==> src/rtl/fault_injector.sv <==
// Scripted single-bit fault injector sitting between the ALU replicas and the voter.
// A fault can be stuck-at-0, stuck-at-1 or a bit-flip, and starts after a programmed delay.
module fault_injector #(
  parameter int WIDTH = 32,
  parameter int N     = 7,
  parameter int CW    = 16
) (
  input  logic                 clk,
  input  logic                 reset,
  input  logic                 start,
  input  logic                 abort,
  input  logic [2:0]           replica,
  input  logic [4:0]           bitpos,
  input  logic [1:0]           mode,
  input  logic [CW-1:0]        delay,
  input  logic [CW-1:0]        duration,
  input  logic [N*WIDTH-1:0]   din,
  output logic [N*WIDTH-1:0]   dout,
  output logic                 busy,
  output logic                 active,
  output logic                 done,
  output logic                 err,
  output logic [7:0]           inj_count
);

  localparam int IW = $clog2(N*WIDTH);

  typedef enum logic [1:0] {
    IDLE   = 2'd0,
    DELAY  = 2'd1,
    INJECT = 2'd2
  } state_t;

  state_t        state_q, state_d;
  logic [CW-1:0] cnt_q, cnt_d;
  logic [2:0]    rep_q, rep_d;
  logic [4:0]    bit_q, bit_d;
  logic [1:0]    mode_q, mode_d;
  logic [CW-1:0] dur_q, dur_d;
  logic          done_q, done_d;
  logic          err_q, err_d;
  logic [7:0]    inj_count_q, inj_count_d;
  logic          req_ok;
  logic [IW-1:0] fault_idx;

  always_ff @(posedge clk or posedge reset) begin
    if (reset) begin
      state_q     <= IDLE;
      cnt_q       <= '0;
      rep_q       <= '0;
      bit_q       <= '0;
      mode_q      <= '0;
      dur_q       <= '0;
      done_q      <= 1'b0;
      err_q       <= 1'b0;
      inj_count_q <= '0;
    end else begin
      state_q     <= state_d;
      cnt_q       <= cnt_d;
      rep_q       <= rep_d;
      bit_q       <= bit_d;
      mode_q      <= mode_d;
      dur_q       <= dur_d;
      done_q      <= done_d;
      err_q       <= err_d;
      inj_count_q <= inj_count_d;
    end
  end

  always_comb begin
    state_d     = state_q;
    cnt_d       = cnt_q;
    rep_d       = rep_q;
    bit_d       = bit_q;
    mode_d      = mode_q;
    dur_d       = dur_q;
    done_d      = 1'b0;
    err_d       = 1'b0;
    inj_count_d = inj_count_q;

    req_ok = ({29'd0, replica} < 32'(N)) && (mode != 2'b11) &&
             ({27'd0, bitpos} < 32'(WIDTH));

    case (state_q)
      IDLE: begin
        if (start && !abort) begin
          if (!req_ok) begin
            err_d = 1'b1;
          end else begin
            rep_d  = replica;
            bit_d  = bitpos;
            mode_d = mode;
            dur_d  = duration;
            if (delay == '0) begin
              state_d = INJECT;
              cnt_d   = duration;
              if (inj_count_q != 8'hFF) inj_count_d = inj_count_q + 8'd1;
            end else begin
              state_d = DELAY;
              cnt_d   = delay;
            end
          end
        end
      end

      DELAY: begin
        if (abort) begin
          state_d = IDLE;
          cnt_d   = '0;
        end else if (cnt_q == CW'(1)) begin
          state_d = INJECT;
          cnt_d   = dur_q;
          if (inj_count_q != 8'hFF) inj_count_d = inj_count_q + 8'd1;
        end else begin
          cnt_d = cnt_q - CW'(1);
        end
      end

      INJECT: begin
        // A latched duration of zero means the fault holds until abort or reset.
        if (abort) begin
          state_d = IDLE;
          cnt_d   = '0;
        end else if (dur_q != '0) begin
          if (cnt_q == CW'(1)) begin
            state_d = IDLE;
            cnt_d   = '0;
            done_d  = 1'b1;
          end else begin
            cnt_d = cnt_q - CW'(1);
          end
        end
      end

      default: begin
        state_d = IDLE;
        cnt_d   = '0;
      end
    endcase
  end

  always_comb begin
    dout      = din;
    fault_idx = IW'(rep_q) * IW'(WIDTH) + IW'(bit_q);
    if (state_q == INJECT) begin
      case (mode_q)
        2'b00:   dout[fault_idx] = 1'b0;
        2'b01:   dout[fault_idx] = 1'b1;
        default: dout[fault_idx] = ~din[fault_idx];
      endcase
    end
  end

  assign busy      = (state_q != IDLE);
  assign active    = (state_q == INJECT);
  assign done      = done_q;
  assign err       = err_q;
  assign inj_count = inj_count_q;

endmodule
==> config.mk <==
export PLATFORM = sky130hd
export DESIGN_NAME = fault_injector
export DESIGN_NICKNAME = d
export VERILOG_FILES = /design/src/rtl/fault_injector.sv
export SDC_FILE = /design/constraint.sdc
export NUM_CORES = 1
export LEC_CHECK = 0
export ABC_AREA = 1
export CORE_MARGIN = 2
export CORE_UTILIZATION = 25
export DETAILED_ROUTE_END_ITERATION = 12
export PLACE_DENSITY = 0.56
export SETUP_SLACK_MARGIN = 0.1
export SYNTH_ARGS = -nofsm -noshare
export SYNTH_HDL_FRONTEND = slang
export SYNTH_SLANG_ARGS = --single-unit
==> constraint.sdc <==
create_clock -name clk -period 9.3 [get_ports clk]
set_input_delay 2.79 -clock clk [delete_from_list [all_inputs] [get_ports clk]]
set_output_delay 2.79 -clock clk [all_outputs]
set_load 0.01 [all_outputs]
==> results.py <==
metrics = {
    "setup_path": {
        "end_kind": "output port",
        "crit_fanout": 82,
        "startpoint_type": "input port",
        "critical_path_class": "input port to output port",
        "slowest_delay_ps": 520,
        "path_cells": "clkdlybuf4s50_1, nor2_1, o21ai_1, nand2_1, nand2_1, nand2_1, o21ai_0, nand2_1, nor2_1, nor2_1, nor2_1, nand2_8, buf_12, nand2_1, a21oi_1, clkdlybuf4s50_1",
        "worstPathRequired_ps": 6510,
        "cp_slowest_cell": "clkdlybuf4s50_1",
        "crit_top_cell": "nand2_1",
        "arrival_ps": 6060,
    },
    "cts": {
        "cts_tree": "yes",
        "numClockSinks": 54,
        "cts_setup_buffers": 0,
        "clockBufferDepth": 2,
        "clock_latency_ps": 290,
        "hold_buffers": 0,
        "path_clk_slew_ps": 60,
        "cts_max_level": 2,
        "numCtsBuffers": 5,
        "clock_tree.root_cell": "clkbuf_16",
        "cts_resized": 0,
    },
    "logic_synthesis": {
        "ys_seq_area_share_pct": 9.525,
        "yosys.area.top_type": "nor2_1",
        "synth.avg_cell_area_um2": 4.624,
        "synth_cells": 3068,
        "ys_types": 34,
        "ys_seq_elements": 54,
        "ys.warnings.count": 0,
        "synth_top_area_share_pct": 24.05,
        "async_flop_share_pct": 100.0,
        "syn-num-nets": 3341,
        "ys_top_cells_by_count": "909 x nor2_1, 637 x nand2_1, 473 x a21oi_1, 393 x inv_1, 272 x o21ai_0",
        "synth_flop_cell": "dfrtp_1",
        "synth_area_um2": 14190,
        "synthTopCellsByArea": "nor2_1 24%, nand2_1 17%, a21oi_1 17%",
        "synth.most_common_cell": "nor2_1",
        "synth_edf_count": 0,
    },
    "timing": {
        "skew_ps": 7.376,
        "finalSetupViolations": 0,
        "drv_slew": 0,
        "hold_slack_ps": 495.5,
        "worst_pin_slew_ps": 1334,
        "finalHoldViolCount": 0,
        "max_slew_margin_pct": 10.98,
        "finalCriticalPeriod_ps": 8848,
        "rsz0062_at_grt": "no",
        "tns_ps": 0,
        "clock.fmax_mhz": 113.0,
        "post-route-period-util_pct": 95.14,
    },
    "routing": {
        "drcViolationCount": 0,
        "via_per_inst": 4.837,
        "drtIter0Drc": 1848,
        "wire_per_inst_um": 18.96,
        "route.final.wire_length_mm": 79.12,
        "num_vias": 20180,
        "ant_nets": 0,
        "first_pass_iters": 6,
    },
    "power_and_ir_drop": {
        "p_sw_mw": 3.103,
        "power_leakage_nw": 7.394,
        "max-vdd-ir-drop_mv": 0.3142,
        "power.share.clock_pct": 4.0,
        "p_per_area_nw_per_um2": 242.1,
        "p_int_mw": 1.680,
        "seqPwrFrac_pct": 10.5,
        "power_frac_comb_pct": 85.5,
        "p_sw_share_pct": 64.89,
    },
    "floorplanning": {
        "fp.dieH_um": 242.2,
        "boundaryPins": 506,
        "initial_core_util_pct": 25.21,
        "core_area_um2": 56280,
        "dieArea_um2": 58670,
        "num_rows": 87,
        "chipWidth_um": 242.2,
    },
    "finish": {
        "nets": 3683,
        "drive_gt1_share_pct": 1.671,
        "area_growth_pct": 39.27,
    },
    "global_route": {
        "overflow": 0,
        "grt_pass1_wl_mm": 115.9,
        "antenna_found_initial": 6,
        "grt.total_usage_pct": 25.36,
        "grt_max_degree": 194,
        "grt_pass1_vias": 17890,
    },
    "placed_design": {
        "dpl.hpwl_mm": 55.16,
        "place.gp.congestion": 0.8894,
        "io_buffer_count": 505,
    },
    "outcome": {
        "run_status": "finished clean",
    },
    "min_path": {
        "hold_path_class": "register to register",
    },
    "flow_run": {
        "cap_violations": 0,
    },
}
==> critical path: cells and delay by family <==
kind / cells / cell delay [ps]
AND/OR/NAND/NOR: 10 / 1230
AO/OA/AOI/OAI: 3 / 640
buffers and inverters: 3 / 1290
==> state kept, by name, indices dropped and copies added, names as in the netlist <==
name,count
dur_q,16
bit_q,5
inj_count,8
cnt_q,16
err,1
done,1
rep_q,3
state_q,2
mode_q,2
==> through the flow <==
| stage | utilization [%] | std cells | worst slack (ps) | power, mW | instance area (um2) |
|---|---|---|---|---|---|
| floorplan | - | 3068 | 2424 | 2.954 | 14190 |
| global placement | 34.83 | 4159 | 456.8 | 4.604 | 19600 |
| detailed placement | 34.83 | 4159 | 471.4 | 4.580 | 19600 |
| CTS | 35.09 | 4167 | 453.8 | 4.789 | 19750 |
| global route | 35.11 | 4171 | 258.8 | 5.162 | 19760 |
| finish | 35.11 | 4172 | 452.0 | 4.783 | 19760 |
==> path summary, 6_finish.rpt <==
kind,startpoint,end,slack (ps),cells past startpoint
setup / recovery,din[40],dout[1],450,16
hold / removal,inj_count[6],inj_count[6],500,1
setup reg to reg,state_q[0],cnt_q[11],6590,7
hold reg to reg,inj_count[6],inj_count[6],500,1
max in group asynchronous,reset,bit_q[0],5760,3
min in group asynchronous,reset,inj_count[3],3000,3
==> layout make-up <==
cell class / instances / area, um2
multi-input cells: 2422 / 10480
diodes: 5 / 12.51
clock buffers: 7 / 142.6
flip-flops and latches: 54 / 1356
inverters: 395 / 1489
well taps: 756 / 945.9
repair buffers: 532 / 5333
fillers: 6533 / 36520
clock inverters: 1 / 5.005
==> power groups by stage <==
stage	combinational, mW	sequential, mW	clock (mW)
floorplan	2.55	0.406	0
global placement	4.10	0.502	0
detailed placement	4.08	0.504	0
CTS	4.09	0.501	0.195
global route	4.44	0.518	0.203
finish	4.09	0.502	0.189
==> placed cells by master (no fill, tap or decap), types with 2 or more instances in the layout <==
master,Yosys,routed
o221ai_1,5,5
nor4_2,2,2
a22oi_1,12,12
nand2_1,637,634
inv_1,393,391
nor3_1,8,8
xnor2_1,4,4
nor2_2,2,2
clkdlybuf4s50_1,0,505
xor2_1,12,12
a21oi_1,473,473
nand3_1,17,17
nor2_4,0,4
inv_2,2,2
o21ai_1,28,28
nor4_1,5,5
nor2_1,909,905
nand2_2,1,2
buf_12,0,6
dfrtp_1,54,52
clkbuf_16,0,5
buf_4,4,21
o22ai_1,2,2
nand4_1,14,14
clkinv_2,0,2
o21bai_1,4,4
mux2_2,5,5
a31oi_1,2,2
o21ai_0,272,272
diode_2,0,5
ha_1,3,3
==> kinds of logic after synthesis <==
family | count (synthesis) | share of synthesized area [%]
buffers and inverters | 592 | 17.04
adders and majority gates | 3 | 0.2646
AOI/OAI and AO/OA | 801 | 28.76
DFF | 54 | 9.525
muxes | 5 | 0.3968
and+or+nand+nor | 1597 | 43.03
xor gates and xnor gates | 16 | 0.9877
==> metal layers <==
layer / track usage, % / wire [um] / vias up
met2: 42.55 / 37220 / 766
met4: 6.445 / 1916 / 0
met1: 34.27 / 34900 / 9084
met3: 3.179 / 5078 / 89
met5: 0 / 0 / -
li1: - / - / 10240
Note: power is estimated with default switching activity, not from simulation.
==> edit (same flow settings) <==
Register the outputs `busy` and `active`, with the module's reset; this adds one clock of latency there. The other outputs are not delayed to match.
--- a/src/rtl/fault_injector.sv
+++ b/src/rtl/fault_injector.sv
@@ -151,8 +151,15 @@
     end
   end
 
-  assign busy      = (state_q != IDLE);
-  assign active    = (state_q == INJECT);
+  always_ff @(posedge clk or posedge reset) begin
+    if (reset) begin
+      busy   <= '0;
+      active <= '0;
+    end else begin
+      busy   <= (state_q != IDLE);
+      active <= (state_q == INJECT);
+    end
+  end
   assign done      = done_q;
   assign err       = err_q;
   assign inj_count = inj_count_q;
Check against the original RTL: not settled (the Yosys comparison gave no result); the edit may change what the design does.
==> edit against the original RTL <==
- wire length is 5.1% higher
- sequential cell count is 2 higher
- area after synthesis is 0.89% lower
- total power is 2.1% higher
- global-route usage is 1.6 points higher
- setup slack worse by 0.015 ns
- critical path depth is 2 higher
- cell area hardly changed
- register-to-register slack better by 0.21 ns
==> edit: results (changes against the original RTL) <==
| Metric | Value |
|---|---|
| Min-Delay Endpoint | dur_q[3]$_DFFE_PP0P_ |
| Worst setup margin | 0.4365 ns (-0.01549 ns) |
| Smallest hold slack | 0.4902 ns (-0.005313 ns) |
| Worst R2R Start | cnt_q[6]$_DFFE_PP0P_ |
| Area of all placed cells without fillers | 0.01976 mm2 (about the same) |
| Register area share after synthesis | 0.09966 (+0.004415) |
| Clock Tree Buf Depth | 2 (unchanged) |
| GR Util All Layers | 0.2692 (+0.01562) |
| Slack of the worst reg-to-reg path | 6.80 ns (+0.21 ns) |
| Static leakage | 0.007396 uW (about the same) |
| Final weighted congestion in routability-driven placement | 0.8802 (-1.0%) |
| Most frequent cells after synthesis | 918 x sky130_fd_sc_hd__nor2_1, 611 x sky130_fd_sc_hd__nand2_1, 474 x sky130_fd_sc_hd__a21oi_1, 397 x sky130_fd_sc_hd__inv_1, 258 x sky130_fd_sc_hd__o21ai_0 |
| Via total after detailed routing | 20,340 (+0.77%) |
| Number of nets in the synthesized netlist | 3,315 (-0.78%) |
| Post-Syn Area per Cell | 4.622 um2 (about the same) |
| Arrival time of the worst setup path | 6.07 ns (about the same) |
| Netlist cell types | 32 (-5.9%) |
| Post-synthesis sequential element count | 56 (+3.7%) |
| HPWL after detailed placement | 58.63 mm (+6.3%) |
| First-pass GRT wire length | 117.6 mm (+1.4%) |
| Cell Count, Final, Fillers Out | 4,153 (-0.46%) |
| Vias in the first global route | 18,030 (+0.81%) |
| Reg-to-reg critical path endpoint | inj_count[6]$_DFFE_PP0P_ |
| Maximum number of pins on one net before global-route repair | 194 (unchanged) |
| Number of stages on the worst hold path | 2 (+1) |
| Number of cells upsized or downsized after cts | 0 (unchanged) |
| Worst r2r path cells | 10 (+3) |
| Number of DRC violations after detailed-routing iteration 0 | 1,925 (+4.2%) |
| Outcome | finished, final reports clean |
| Drt wl/cell | 20.03 um (+5.6%) |
| Worst clock skew | 0.008198 ns (+0.0008225 ns) |
| Proportion of layout cells with a drive suffix above 1 | 0.01857 (+0.001857) |
| Cell Count Post-Placement | 4,133 (-0.63%) |
-- edit: cell count changes after synthesis, sizes merged, moves of 3 or more --
cell | unedited run | this run
a22oi | 12 | 15
inv | 395 | 400
nand2 | 638 | 612
nand3 | 17 | 11
nor2 | 911 | 920
nor3 | 8 | 5
nor4 | 7 | 4
o21ai | 300 | 288
o221ai | 5 | 13
xnor2 | 4 | 1
xor2 | 12 | 15
-- edit: critical path, cell delays in order --
cell	delay, ns
sky130_fd_sc_hd__clkdlybuf4s50_1	0.60
sky130_fd_sc_hd__nor2_1	0.08
sky130_fd_sc_hd__o21ai_1	0.34
sky130_fd_sc_hd__nand2_1	0.08
sky130_fd_sc_hd__nand2_1	0.07
sky130_fd_sc_hd__nand2_1	0.05
sky130_fd_sc_hd__nor2_1	0.13
sky130_fd_sc_hd__nor2_1	0.05
sky130_fd_sc_hd__nor2_1	0.16
sky130_fd_sc_hd__nand2_1	0.07
sky130_fd_sc_hd__a21oi_1	0.18
sky130_fd_sc_hd__buf_4	0.17
sky130_fd_sc_hd__nand2_8	0.12
sky130_fd_sc_hd__buf_12	0.24
sky130_fd_sc_hd__buf_4	0.23
sky130_fd_sc_hd__nand2_1	0.05
sky130_fd_sc_hd__a21oi_1	0.07
sky130_fd_sc_hd__clkdlybuf4s50_1	0.48
-- edit: how the worst max path moves through the flow --
stage,start,end
final,din[41],dout[177]
after global routing,din[41],dout[182]
after CTS,din[41],dout[86]
after detailed placement,din[41],dout[171]
after global placement,din[41],dout[86]
after floorplan,din[188],dout[100]
-- edit: routing by layer --
metal / vias up / part of all wire / GRT usage
li1: 10180 / - / -
met2: 942 / 0.45 / 0.4335
met1: 9103 / 0.43 / 0.3591
met3: 111 / 0.091 / 0.05753
met5: - / 0.00040 / 0
met4: 4 / 0.028 / 0.08043
-- edit: cell type report --
| class | count | share of cell area |
|---|---|---|
| clock inverter | 1 | 0.0003800 |
| antenna | 12 | 0.001520 |
| timing repair buffer | 539 | 0.2726 |
| tap | 748 | 0.04737 |
| clock buffer | 7 | 0.007220 |
| sequential | 56 | 0.07118 |
| multi-input combinational | 2390 | 0.5234 |
| inverter | 400 | 0.07638 |
-- edit: report_power, final --
| group | switching [uW] | total [uW] | internal (uW) |
|---|---|---|---|
| Sequential | 151 | 501 | 350 |
| Combinational | 2900 | 4180 | 1280 |
| Clock | 92.4 | 200 | 108 |
| Total | 3140 | 4880 | 1740 |
-- edit: logic make-up after synthesis --
group,share of synthesized area
muxes,0.003203
AOI/OAI and AO/OA,0.2914
xor gates and xnor gates,0.009967
buffers and inverters,0.1684
DFF,0.09966
adders and majority gates,0.002670
and+or+nand+nor,0.4246
